**src/rtl/alu_pkg.sv**
```systemverilog
// Opcode and flag-index constants shared between the ALU and the decoder.
package alu_pkg;

    localparam logic [3:0] ALU_ADD  = 4'b0000;
    localparam logic [3:0] ALU_SLL  = 4'b0001;
    localparam logic [3:0] ALU_SLT  = 4'b0010;
    localparam logic [3:0] ALU_SLTU = 4'b0011;
    localparam logic [3:0] ALU_XOR  = 4'b0100;
    localparam logic [3:0] ALU_SRL  = 4'b0101;
    localparam logic [3:0] ALU_OR   = 4'b0110;
    localparam logic [3:0] ALU_AND  = 4'b0111;
    localparam logic [3:0] ALU_SUB  = 4'b1000;
    localparam logic [3:0] ALU_SRA  = 4'b1001;
    localparam logic [3:0] ALU_ADDU = 4'b1010;
    localparam logic [3:0] ALU_SUBU = 4'b1011;
    localparam logic [3:0] ALU_ROL  = 4'b1100;
    localparam logic [3:0] ALU_ROR  = 4'b1101;

    localparam int unsigned FLAG_ZF = 3;
    localparam int unsigned FLAG_SF = 2;
    localparam int unsigned FLAG_CF = 1;
    localparam int unsigned FLAG_OF = 0;

endpackage

```
**src/rtl/alu_addsub.sv**
```systemverilog
// Shared adder/subtractor: sum, carry (borrow when subtracting),
// signed overflow and signed less-than.
module alu_addsub #(
    parameter int unsigned XLEN = 32
) (
    input  logic [XLEN-1:0] lhs,
    input  logic [XLEN-1:0] rhs,
    input  logic            sub,
    output logic [XLEN-1:0] sum,
    output logic            carry,
    output logic            ovf,
    output logic            lt
);

    logic [XLEN-1:0] rhs_x;
    logic            cout;

    always_comb begin
        rhs_x        = sub ? ~rhs : rhs;
        {cout, sum}  = {1'b0, lhs} + {1'b0, rhs_x} + {{XLEN{1'b0}}, sub};
        // Two's-complement subtract: borrow is the inverted carry-out.
        carry        = sub ? ~cout : cout;
        ovf          = (lhs[XLEN-1] == rhs_x[XLEN-1]) && (sum[XLEN-1] != lhs[XLEN-1]);
        lt           = sum[XLEN-1] ^ ovf;
    end

endmodule

```
**src/rtl/rv_alu.sv**
```systemverilog
// Registered 32-bit RV execute-stage ALU with {ZF,SF,CF,OF} flags.
// Define ALU_ROTATE_EN to enable rol (1100) / ror (1101).
module rv_alu
    import alu_pkg::*;
#(
    parameter int unsigned XLEN = 32
) (
    input  logic            clk,
    input  logic            rst_n,
    input  logic            in_valid,
    input  logic [XLEN-1:0] lhs,
    input  logic [XLEN-1:0] rhs,
    input  logic [3:0]      op,
    output logic            out_valid,
    output logic [XLEN-1:0] res,
    output logic [3:0]      flags
);

    logic [XLEN-1:0] as_sum;
    logic            as_carry;
    logic            as_ovf;
    logic            as_lt;
    logic            sub_sel;

    logic [4:0]      shamt;
    logic [XLEN-1:0] calc_res;
    logic            calc_cf;
    logic            calc_of;

    logic [XLEN-1:0] res_d, res_q;
    logic [3:0]      flags_d, flags_q;
    logic            valid_d, valid_q;

`ifdef ALU_ROTATE_EN
    logic [5:0]      rot_inv;
`endif

    alu_addsub #(.XLEN(XLEN)) u_addsub (
        .lhs   (lhs),
        .rhs   (rhs),
        .sub   (sub_sel),
        .sum   (as_sum),
        .carry (as_carry),
        .ovf   (as_ovf),
        .lt    (as_lt)
    );

    always_comb begin
        sub_sel = 1'b0;
        case (op)
            ALU_SUB, ALU_SUBU, ALU_SLT, ALU_SLTU: sub_sel = 1'b1;
            default:                              sub_sel = 1'b0;
        endcase
    end

    always_comb begin
        shamt    = rhs[4:0];
        calc_res = '0;
        calc_cf  = 1'b0;
        calc_of  = 1'b0;
`ifdef ALU_ROTATE_EN
        rot_inv  = 6'(XLEN) - {1'b0, shamt};
`endif
        case (op)
            ALU_ADD, ALU_SUB: begin
                calc_res = as_sum;
                calc_cf  = as_carry;
                calc_of  = as_ovf;
            end
            ALU_ADDU, ALU_SUBU: begin
                calc_res = as_sum;
                calc_cf  = as_carry;
            end
            ALU_SLT:  calc_res = {{(XLEN-1){1'b0}}, as_lt};
            ALU_SLTU: calc_res = {{(XLEN-1){1'b0}}, as_carry};
            ALU_SLL:  calc_res = lhs << shamt;
            ALU_SRL:  calc_res = lhs >> shamt;
            ALU_SRA:  calc_res = $signed(lhs) >>> shamt;
            ALU_XOR:  calc_res = lhs ^ rhs;
            ALU_OR:   calc_res = lhs | rhs;
            ALU_AND:  calc_res = lhs & rhs;
`ifdef ALU_ROTATE_EN
            ALU_ROL:  calc_res = (lhs << shamt) | (lhs >> rot_inv);
            ALU_ROR:  calc_res = (lhs >> shamt) | (lhs << rot_inv);
`endif
            default:  calc_res = '0;
        endcase
    end

    always_comb begin
        valid_d = in_valid;
        res_d   = res_q;
        flags_d = flags_q;
        if (in_valid) begin
            res_d            = calc_res;
            flags_d[FLAG_ZF] = (calc_res == '0);
            flags_d[FLAG_SF] = calc_res[XLEN-1];
            flags_d[FLAG_CF] = calc_cf;
            flags_d[FLAG_OF] = calc_of;
        end
    end

    always_ff @(posedge clk or negedge rst_n) begin
        if (!rst_n) begin
            res_q   <= '0;
            flags_q <= '0;
            valid_q <= 1'b0;
        end else begin
            res_q   <= res_d;
            flags_q <= flags_d;
            valid_q <= valid_d;
        end
    end

    assign res       = res_q;
    assign flags     = flags_q;
    assign out_valid = valid_q;

endmodule

```
**config.mk**
```make
export PLATFORM = sky130hd
export DESIGN_NAME = rv_alu
export DESIGN_NICKNAME = d
export VERILOG_FILES = /design/src/rtl/alu_pkg.sv /design/src/rtl/alu_addsub.sv /design/src/rtl/rv_alu.sv
export SDC_FILE = /design/constraint.sdc
export NUM_CORES = 1
export LEC_CHECK = 0
export ABC_AREA = 1
export CAP_MARGIN = 15
export CORE_UTILIZATION = 45
export CTS_BUF_LIST = sky130_fd_sc_hd__clkbuf_8
export DETAILED_ROUTE_END_ITERATION = 10
export DONT_BUFFER_PORTS = 1
export SYNTH_ARGS = -nofsm -noshare
export SYNTH_HDL_FRONTEND = slang
export SYNTH_SLANG_ARGS = --single-unit
export TNS_END_PERCENT = 30
```
**constraint.sdc**
```tcl
create_clock -name clk -period 0.95 [get_ports clk]
set_clock_uncertainty 0.2 [all_clocks]
set_input_delay 0.2375 -clock clk [delete_from_list [all_inputs] [get_ports clk]]
set_output_delay 0.2375 -clock clk [all_outputs]
set_load 0.03 [all_outputs]
```
==> run metrics, run 1 <==
status=finished with violations; failing checks=negative hold slack, negative setup slack; asr flop ratio synth=100%; kind of critical path=in2reg; port buffer count=0; Final Max Slew Viols=0; grt total ovfl=0; register area share after synthesis=9.58%; clock buffer count from CTS=5; Synth Net Count=1836; Std-Cell Rows=52; Worst Path Arrival=~3.1 ns; nets=2208; Hold Path Class=in2async; cell total after placement=around 2300; fmax=322 MHz; Clock transition at path regs=0.08 ns; unrepaired setup endpoints after global routing=yes; Die Height=147 um; post-synthesis simple-gate area fraction=around 44%; drt drc=0; Synth Cell Area=9410 um2; die area=21500 um2; Synth Flop Type=dfrtp_1; WL/cell=21.4 um; most frequent cells in the layout=nand2_1, buf_4, nand3_1, inv_1, nor2_1; post-route ant nets=0; Hold Vio Cnt, Final=55; TritonRoute pass-1 iters=6; Initial Utilization=46.2%; Sink Count=36; Fin Hold WS=-0.560 ns; post-synthesis mux area share=0%; Core Region=20400 um2; root buffer cell=clkbuf_8; Gate Count Post-Synth=1668; vias in the first global route=12400; DRT Wirelength=a little under 50 mm; max cap viols=0; Worst setup EP type=register; Non-Filler Instances=2311; depth of the CTS H-tree=2; post-synthesis compound-gate area fraction=about a fifth; total power=14.9 mW; Worst-Skew Late Latency=roughly 0.29 ns; vias=13800; post-synth cell types=56; Final Util=73.4%; Crit path required time=slightly below 1 ns; Yosys warnings=0; most common cell after layout, fill and taps aside=nand2_1; CP startpoint kind=input pin; Final min period=~3.1 ns; Area Growth Syn to Fin=59.0%; R2R depth=2; xor/xnor cell area share of the yosys netlist=3.35%; Initial DRC Count=1849; Antenna Cells=0; reg2reg start=res[13]$_DFFE_PN0P_; Worst Setup SP=op[1]; global-route wire length before repair=69.5 mm; endpoints failing setup=slightly above 70; Post-synth EDFFs=0; antenna violations before repair=0; Place WS=-2.54 ns; largest net degree at the start of global routing=just over 70; post-detail-place hpwl=about 37 mm; largest family of logic cells by synthesized area=simple AND/OR/NAND/NOR gates; Synth Register Bits=36; die width=147 um; I/O Pins=108; layout cells sized above 1=38.3%; CTS tree=done; Slew Limit Headroom=46.0%; clock buffer depth=2; Avg Cell Area, Syn=5.64 um2; post-route setup slack=-2.16 ns; post-synthesis adder-cell area fraction=13.0%; leak pwr=7.55 nW; power per standard cell area=between 900 and 1000 nW/um2; GPL Wtd Cong=1.00; DR vias/cell=5.97; Final period util=327%; CP max FO=5; GR Util All Layers=about two fifths; worst vdd ir=0.752 mV; Worst-Margin Slew=between 0.8 and 0.9 ns
[critical path, cell delays in order]
cell	delay, ns
inv_12	0.02
nand2_8	0.06
nand2_4	0.05
nand2_4	0.08
nand2_8	0.07
buf_12	0.14
buf_12	0.15
xor2_1	0.15
ha_1	0.37
nand2_2	0.11
nand2_2	0.08
nand3_2	0.10
nand2_1	0.08
a21oi_2	0.14
nand2_2	0.09
buf_6	0.14
a21oi_4	0.17
xor2_1	0.19
nor2_1	0.08
nor2_2	0.13
nand2_1	0.06
nor2_1	0.09
nand2_1	0.07
nor2_1	0.10
nand3_1	0.08
nand2_1	0.07
[power breakdown]
part	internal [mW]	switching, mW
clock network	0.579	0.550
logic	5.46	6.24
registers	1.76	0.267
[flip-flops by register name (all words and copies together), names as in the netlist]
register / flops
res: 31
flags: 4
out_valid: 1
[cells in the mapped netlist (all sizes together) (2+ instances only)]
master	number	share of area, %
o21a	6	0.48
nor4	2	0.13
a22o	2	0.19
nor3	13	0.69
buf	56	3.9
a221oi	6	0.56
o2111a	2	0.24
and3	2	0.13
xnor2	2	0.19
dfrtp	36	9.6
nand2	546	23
o21ai	129	6.9
a21oi	92	5.0
clkbuf	23	0.93
a211oi	8	0.69
o31ai	2	0.16
nand3b	7	0.56
or2	5	0.33
a31oi	14	0.93
ha	96	13
a21o	5	0.40
clkinv	2	0.080
and2	6	0.40
xor2	34	3.2
nor2	159	6.6
nand3	208	12
o21bai	4	0.32
inv	153	6.2
o211ai	25	2.0
nand4	10	0.67
a21boi	2	0.16
o2111ai	5	0.47
[kinds of logic (layout without fill, tap and decap cells)]
kind of cell	Yosys count	count (layout)
AND/OR/NAND/NOR	958	958
AO/OA/AOI/OAI	307	307
buffers and inverters	234	607
flip-flops	36	36
adder cells (fa/ha/maj)	97	97
XOR/XNOR	36	36
[final timing paths]
kind / end / slack (ns)
setup / recovery: flags[3]$_DFFE_PN0P_ / -2.16
hold / removal: flags[3]$_DFFE_PN0P_ / -0.56
setup reg to reg: res[13]$_DFFE_PN0P_ / -0.03
hold reg to reg: flags[1]$_DFFE_PN0P_ / 0.35
max in group asynchronous: out_valid$_DFF_PN0_ / 1.01
min in group clk: out_valid$_DFF_PN0_ / -0.22
[layout make-up]
class / count / area [um2]
clock buffer: 6 / 82.6
clock inverter: 2 / 11.3
fill: 1572 / 5410
inverter: 155 / 614
multi-input combinational: 1398 / 8990
sequential: 36 / 902
tap: 270 / 338
timing repair buffer: 444 / 4020
[through the flow]
stage               hold slack [ns]  area [um2]  setup TNS (ns)
floorplan                    -0.258        9550          -52.05
global placement             -0.257       12900          -72.50
detailed placement           -0.257       12900          -74.89
CTS                          -0.565       13900          -72.87
global route                 -0.573       15000          -79.64
finish                       -0.560       15000          -75.99
[layer usage]
layer	global-route usage (%)	routed length (um)	vias up
li1	-	-	6280
met1	55.1	19400	6365
met2	66.8	21800	919
met3	7.25	4880	237
met4	18.6	3460	0
met5	0	0	-
[repair_timing]
action	CTS	global route
pin swaps	57	117
gates cloned	1	1
resized for setup	175	223
setup endpoints to repair	72	72
setup buffers	28	26
hold endpoints to repair	55	55
Note: power is estimated with default switching activity, not from simulation.
==> run 2, diff against run 1 <==
--- a/config.mk
+++ b/config.mk
@@ -5,12 +5,12 @@
 export SDC_FILE = /design/constraint.sdc
 export NUM_CORES = 1
 export LEC_CHECK = 0
-export ABC_AREA = 1
 export CAP_MARGIN = 15
-export CORE_UTILIZATION = 45
+export CORE_UTILIZATION = 50
 export CTS_BUF_LIST = sky130_fd_sc_hd__clkbuf_8
 export DETAILED_ROUTE_END_ITERATION = 10
 export DONT_BUFFER_PORTS = 1
+export SLEW_MARGIN = 40
 export SYNTH_ARGS = -nofsm -noshare
 export SYNTH_HDL_FRONTEND = slang
 export SYNTH_SLANG_ARGS = --single-unit
==> run metrics, run 2 <==
final-layout fill cell count=approximately 1300; Final Max Slew Viols=0; CTS tree=done; Final period util=445%; leak pwr=6.78 nW; total power=around 15 mW; I/O Pins=108; die width=141 um; Yosys warnings=0; clock buffer depth=2; CP max FO=47; Post-synth EDFFs=0; WL/cell=25.1 um; grt total ovfl=0; Initial Utilization=51.2%; die area=19800 um2; port buffer count=0; Top Layer Used=met4; reg-to-reg endpoint=res[8]$_DFFE_PN0P_; register area share after synthesis=about a tenth; Worst Path Arrival=about 4.2 ns; area of the multi-input gates=9090 um2; post-detail-place hpwl=35.3 mm; most frequent cells in the layout=buf_4, nor2_1, nand2_1, ha_1, inv_1; Detail Route met2 WL=20.6 mm; max cap viols=0; Slew Limit Headroom=between 40% and 50%; Final min period=4.23 ns; largest net degree at the start of global routing=99; reg2reg start=res[8]$_DFFE_PN0P_; Die Height=141 um; Synth Flop Type=dfrtp_1; Synth Cell Area=9610 um2; DR vias/cell=6.72; power per standard cell area=1000 nW/um2; most frequent cells after synthesis=nor2_1, nand2_1, ha_1, a21oi_1, inv_1; fmax=roughly 240 MHz; Clock transition at path regs=0.08 ns; GPL Wtd Cong=1.09; clock buffer count from CTS=5; Hold Path Class=in2async; Worst setup EP type=register; Avg Cell Area, Syn=~7.5 um2; Fin Hold WS=-0.584 ns; post-route ant nets=0; post-synth cell types=102; final setup TNS=-98.03 ns; post-route setup slack=-3.28 ns; Synth top area share=between 10% and 20%; Worst-Margin Slew=0.880 ns; Initial DRC Count=1690; asr flop ratio synth=100%; Crit path required time=0.96 ns; vias=12700; depth of the CTS H-tree=2; Area Growth Syn to Fin=54.3%; Gate Count Post-Synth=1281; register area=~900 um2; Synth Net Count=1449; R2R depth=1; most common cell after layout, fill and taps aside=buf_4; Core Region=around 19000 um2; count leader, synth=nor2_1; CP startpoint kind=input pin; worst vdd ir=1.14 mV; TritonRoute pass-1 iters=8; endpoints failing setup=72; largest area contributor in the netlist=ha_1; nets=1822; GR Util All Layers=45.0%; root buffer cell=clkbuf_8; top cells by area, synth=ha_1, dfrtp_1, mux2i_1; global-route wire length before repair=between 60 and 70 mm; antenna violations before repair=0; kind of critical path=in2reg; met1 WL=18.5 mm; layout cells sized above 1=42.5%; Antenna Cells=0; Sink Count=36; Worst-Skew Late Latency=~0.30 ns; failing checks=negative hold slack, negative setup slack; vias in the first global route=11700; Hold Vio Cnt, Final=between 70 and 80; number of flip-flops in the largest register=31; DRT Wirelength=47.4 mm; status=finished with violations; Std-Cell Rows=50; Met3 Wirelength=around 5.2 mm; FF-to-FF setup slack=-0.04 ns; drt drc=0; unrepaired setup endpoints after global routing=yes; Synth Register Bits=36
==> run 2: cell count changes after synthesis, sizes merged, moves of 44 or more <==
cell	change
o21ai	-60
nand3	-189
inv	-71
mux2i	+70
xnor2	+44
nor2	-47
nand2	-437
==> run 2: worst max-delay path: stages <==
cell and delay, ns:
and2b_2 0.25, mux2i_4 0.37, buf_6 0.21, buf_6 0.10, xnor2_1 0.05, ha_1 0.31
and2_4 0.15, o211ai_1 0.08, buf_4 0.17, a211oi_4 0.44, o31ai_4 0.17, xor2_1 0.24
o21ai_1 0.15, or3_1 0.40, nor4bb_2 0.31, nand4_1 0.16, nand4b_4 0.19, o32ai_2 0.26
==> run 2: layer usage <==
metal / vias up / track usage [%]
li1: 5553 / -
met1: 6028 / 58.7
met5: - / 0
met3: 227 / 8.66
met4: 0 / 24.5
met2: 888 / 70.0
==> run 2: worst max path at each step <==
stage / start / to / slack (ns) / depth (start not counted)
after floorplan: op[0] / flags[3]$_DFFE_PN0P_ / -3.10 / 17
after global placement: op[0] / flags[3]$_DFFE_PN0P_ / -3.35 / 16
after detailed placement: op[0] / flags[3]$_DFFE_PN0P_ / -3.41 / 16
after CTS: op[0] / flags[3]$_DFFE_PN0P_ / -2.93 / 16
after global routing: op[0] / flags[3]$_DFFE_PN0P_ / -3.44 / 16
final: op[0] / flags[3]$_DFFE_PN0P_ / -3.28 / 18
==> run 2: power breakdown <==
group          switching, mW  total, mW  internal [mW]
sequential             0.258       2.03           1.78
clock                  0.623       1.14          0.519
combinational           5.65       11.7           6.07
==> run 2: per-stage QoR <==
| stage | cells | hold slack (ns) | setup WS [ns] | util (%) | area, um2 |
|---|---|---|---|---|---|
| 3_5_place_dp | 1833 | -0.257 | -3.41 | 69.8 | 13100 |
| 5_1_grt | 1889 | -0.595 | -3.44 | 79.0 | 14800 |
| 2_1_floorplan | 1281 | -0.258 | -3.10 | - | 9740 |
| 6_report | 1889 | -0.584 | -3.28 | 79.0 | 14800 |
| 4_1_cts | 1868 | -0.586 | -2.93 | 73.6 | 13800 |
| 3_3_place_gp | 1833 | -0.257 | -3.35 | 69.8 | 13100 |
==> run 2: area by class of cell <==
| type | count | share of cell area (%) |
|---|---|---|
| Tap cell | 234 | 1.97 |
| Sequential cell | 36 | 6.08 |
| Timing Repair Buffer | 469 | 27.9 |
| Multi-Input combinational cell | 1060 | 61.3 |
| Inverter | 82 | 2.08 |
| Clock inverter | 3 | 0.160 |
| Clock buffer | 5 | 0.464 |
==> run 2: cell families (layout without fill, tap and decap cells) <==
kind of cell,after synthesis,after routing,synth area share [%]
AOI/OAI and AO/OA,422,422,30.7
xor gates and xnor gates,54,54,4.92
adders and majority gates,97,97,12.7
buffers and inverters,185,559,8.19
DFF,36,36,9.37
muxes,117,117,15.4
and+or+nand+nor,370,370,18.7
==> run 2: what timing repair did <==
action                                  4_1_cts  5_1_grt
hold endpoints to repair                     72       72
cloned                                        1        0
resized for setup                            85      150
endpoints found under the setup margin       72       72
buffers inserted                             27       25
pin swaps                                    31      111
==> edit, RTL diff (config.mk and constraints of run 1) <==
Remove the case item `ALU_SRL` of the case on `op`.
--- a/src/rtl/rv_alu.sv
+++ b/src/rtl/rv_alu.sv
@@ -75,5 +75,4 @@
             ALU_SLTU: calc_res = {{(XLEN-1){1'b0}}, as_carry};
             ALU_SLL:  calc_res = lhs << shamt;
-            ALU_SRL:  calc_res = lhs >> shamt;
             ALU_SRA:  calc_res = $signed(lhs) >>> shamt;
             ALU_XOR:  calc_res = lhs ^ rhs;
Formal check against the unedited RTL: not equivalent (Yosys sat finds a counterexample within 4 cycles, from zero or initial values and one cycle with rst_n low).
==> edit against run 1 <==
- setup slack gained 0.10 ns
- hold slack is essentially flat
- wire length shrank 4.7%
- core utilization shrank 1.4 points
- synthesized cell count shrank 3.8%
- non-clock buffer count shrank 93
- first-iteration DRC count shrank 11%
- the flow still finishes with violations (hold timing, setup timing)
- area after synthesis shrank 4.6%
- sequential cell count is the same
- final area shrank 5.9%
- total power shrank 2.9%
- critical path depth shrank 3
==> edit: results (changes against run 1) <==
[route]
drt_wl_total_um=47190  ; was 49520 µm
dr_wl_met2_um=20660  ; was 21830 µm
vias=13110  ; was 13800
dr.first_iter.drc_count=1652  ; was 1849
highest_layer=met4  ; unchanged
wl_met1_um=17340  ; was 19350 µm
met3WireLength_um=5123  ; was 4878 µm

[cts]
htree_levels=2  ; unchanged
post_cts_resized=121  ; was 175
post-cts-setup-buffers=9  ; was 28
cts_buffer_depth=2  ; unchanged

[critical_path]
cpPeakStageDelay_ns=0.37  ; about the same
arrival_ns=2.99  ; was 3.14 ns
reg2reg_to=flags[2]$_DFFE_PN0P_  ; was res[13]$_DFFE_PN0P_
cp_max_fo=6  ; was 5

[synth]
synth_nets=1773  ; was 1836
synth_commonest_cells=452 x nand2_1, 358 x nand3_1, 140 x inv_1  ; was 519 x nand2_1, 197 x nand3_1, 153 x nor2_1
ys_types=46  ; was 56
yosysSeqAreaShare=0.1004  ; was 0.09577
ys_dominant_reg_cell=dfrtp_1  ; unchanged
synth_area_leaders=nand3_1 20%, nand2_1 19%, ha_1 13%  ; was nand2_1 21%, ha_1 13%, nand3_1 10%

[placement]
dp_slack_ns=-2.529  ; was -2.541 ns
gp_congestion=1.002  ; was 1.004
hpwlAfterDp_um=35190  ; was 37050 µm

[pwr]
p_int_uw=7654  ; was 7795 µW
leakagePower_uw=0.006919  ; was 0.007546 µW
total_power_uw=14430  ; was 14860 µW
p_comb_frac=0.760  ; was 0.788
p_clk_frac=0.101  ; was 0.076
vdd_drop_max_mv=0.8828  ; was 0.7523 mV

[timing]
fin_setup_tns_ns=-71.38  ; was -75.99 ns
slew_violations=0  ; unchanged
setup_violations=72  ; unchanged
hold_viol=57  ; was 55
fin_ws_ns=-2.056  ; was -2.156 ns
worst_hold_slack_ns=-0.5600  ; was -0.5601 ns

[cells_and_area]
nFillCells=1599  ; was 1572
drive_gt1_frac=0.3415  ; was 0.3831

[run_status]
status=complete, but fails checks  ; unchanged
violations=hold timing, setup timing  ; unchanged

[global_route]
grt_pass1_vias=11640  ; was 12440
grtUsageMet3=0.08652  ; was 0.07250
grt_pass1_wl_um=65230  ; was 69460 µm
track_usage=0.4205  ; was 0.4191
met1_usage=0.5311  ; was 0.5510
grt_max_degree=62  ; was 71

## edit: cell count changes after synthesis, sizes merged, moves of 13 or more
cell,change
o211ai,-13
a21oi,-23
nand2,-92
nor2,-22
o21ai,-65
nand3,+152
## edit: worst max path at each step
stage                      endpoint  depth (start not counted)  start
6_report        res[30]$_DFFE_PN0P_                         23  op[1]
5_1_grt        flags[3]$_DFFE_PN0P_                         24  op[2]
4_1_cts        flags[3]$_DFFE_PN0P_                         17  op[2]
3_5_place_dp   flags[3]$_DFFE_PN0P_                         20  op[2]
3_3_place_gp   flags[3]$_DFFE_PN0P_                         20  op[2]
2_1_floorplan  flags[3]$_DFFE_PN0P_                         23  op[0]
## edit: cell type report
| class | count | area, µm² | area share |
|---|---|---|---|
| repair buffers | 351 | 3371 | 0.2397 |
| inverters | 144 | 574.3 | 0.04083 |
| multi-input cells | 1347 | 8760 | 0.6228 |
| clock buffers | 7 | 96.34 | 0.006850 |
| clock inverters | 1 | 30.03 | 0.002135 |
| well taps | 265 | 331.6 | 0.02357 |
| flip-flops and latches | 36 | 902.1 | 0.06414 |
## edit: worst register-to-register path: cells and delay by family, from the launching register on
kind | cells | cell delay, ns
flip-flops | 1 | 0.42
AND/OR/NAND/NOR | 1 | 0.19
AO/OA/AOI/OAI | 1 | 0.04
## edit: stage by stage
stage | cells | cell area (µm²)
floorplan | 1605 | 9117
global placement | 2113 | 12090
detailed placement | 2113 | 12090
CTS | 2133 | 12760
global route | 2151 | 14060
finish | 2151 | 14060
## edit: kinds of logic after synthesis
kind of cell / after synthesis / share of synthesized area
DFF: 36 / 0.1004
muxes: 2 / 0.002231
buffers and inverters: 225 / 0.1026
AOI/OAI and AO/OA: 209 / 0.1401
and+or+nand+nor: 1002 / 0.4854
adders and majority gates: 97 / 0.1361
xor gates and xnor gates: 34 / 0.03319
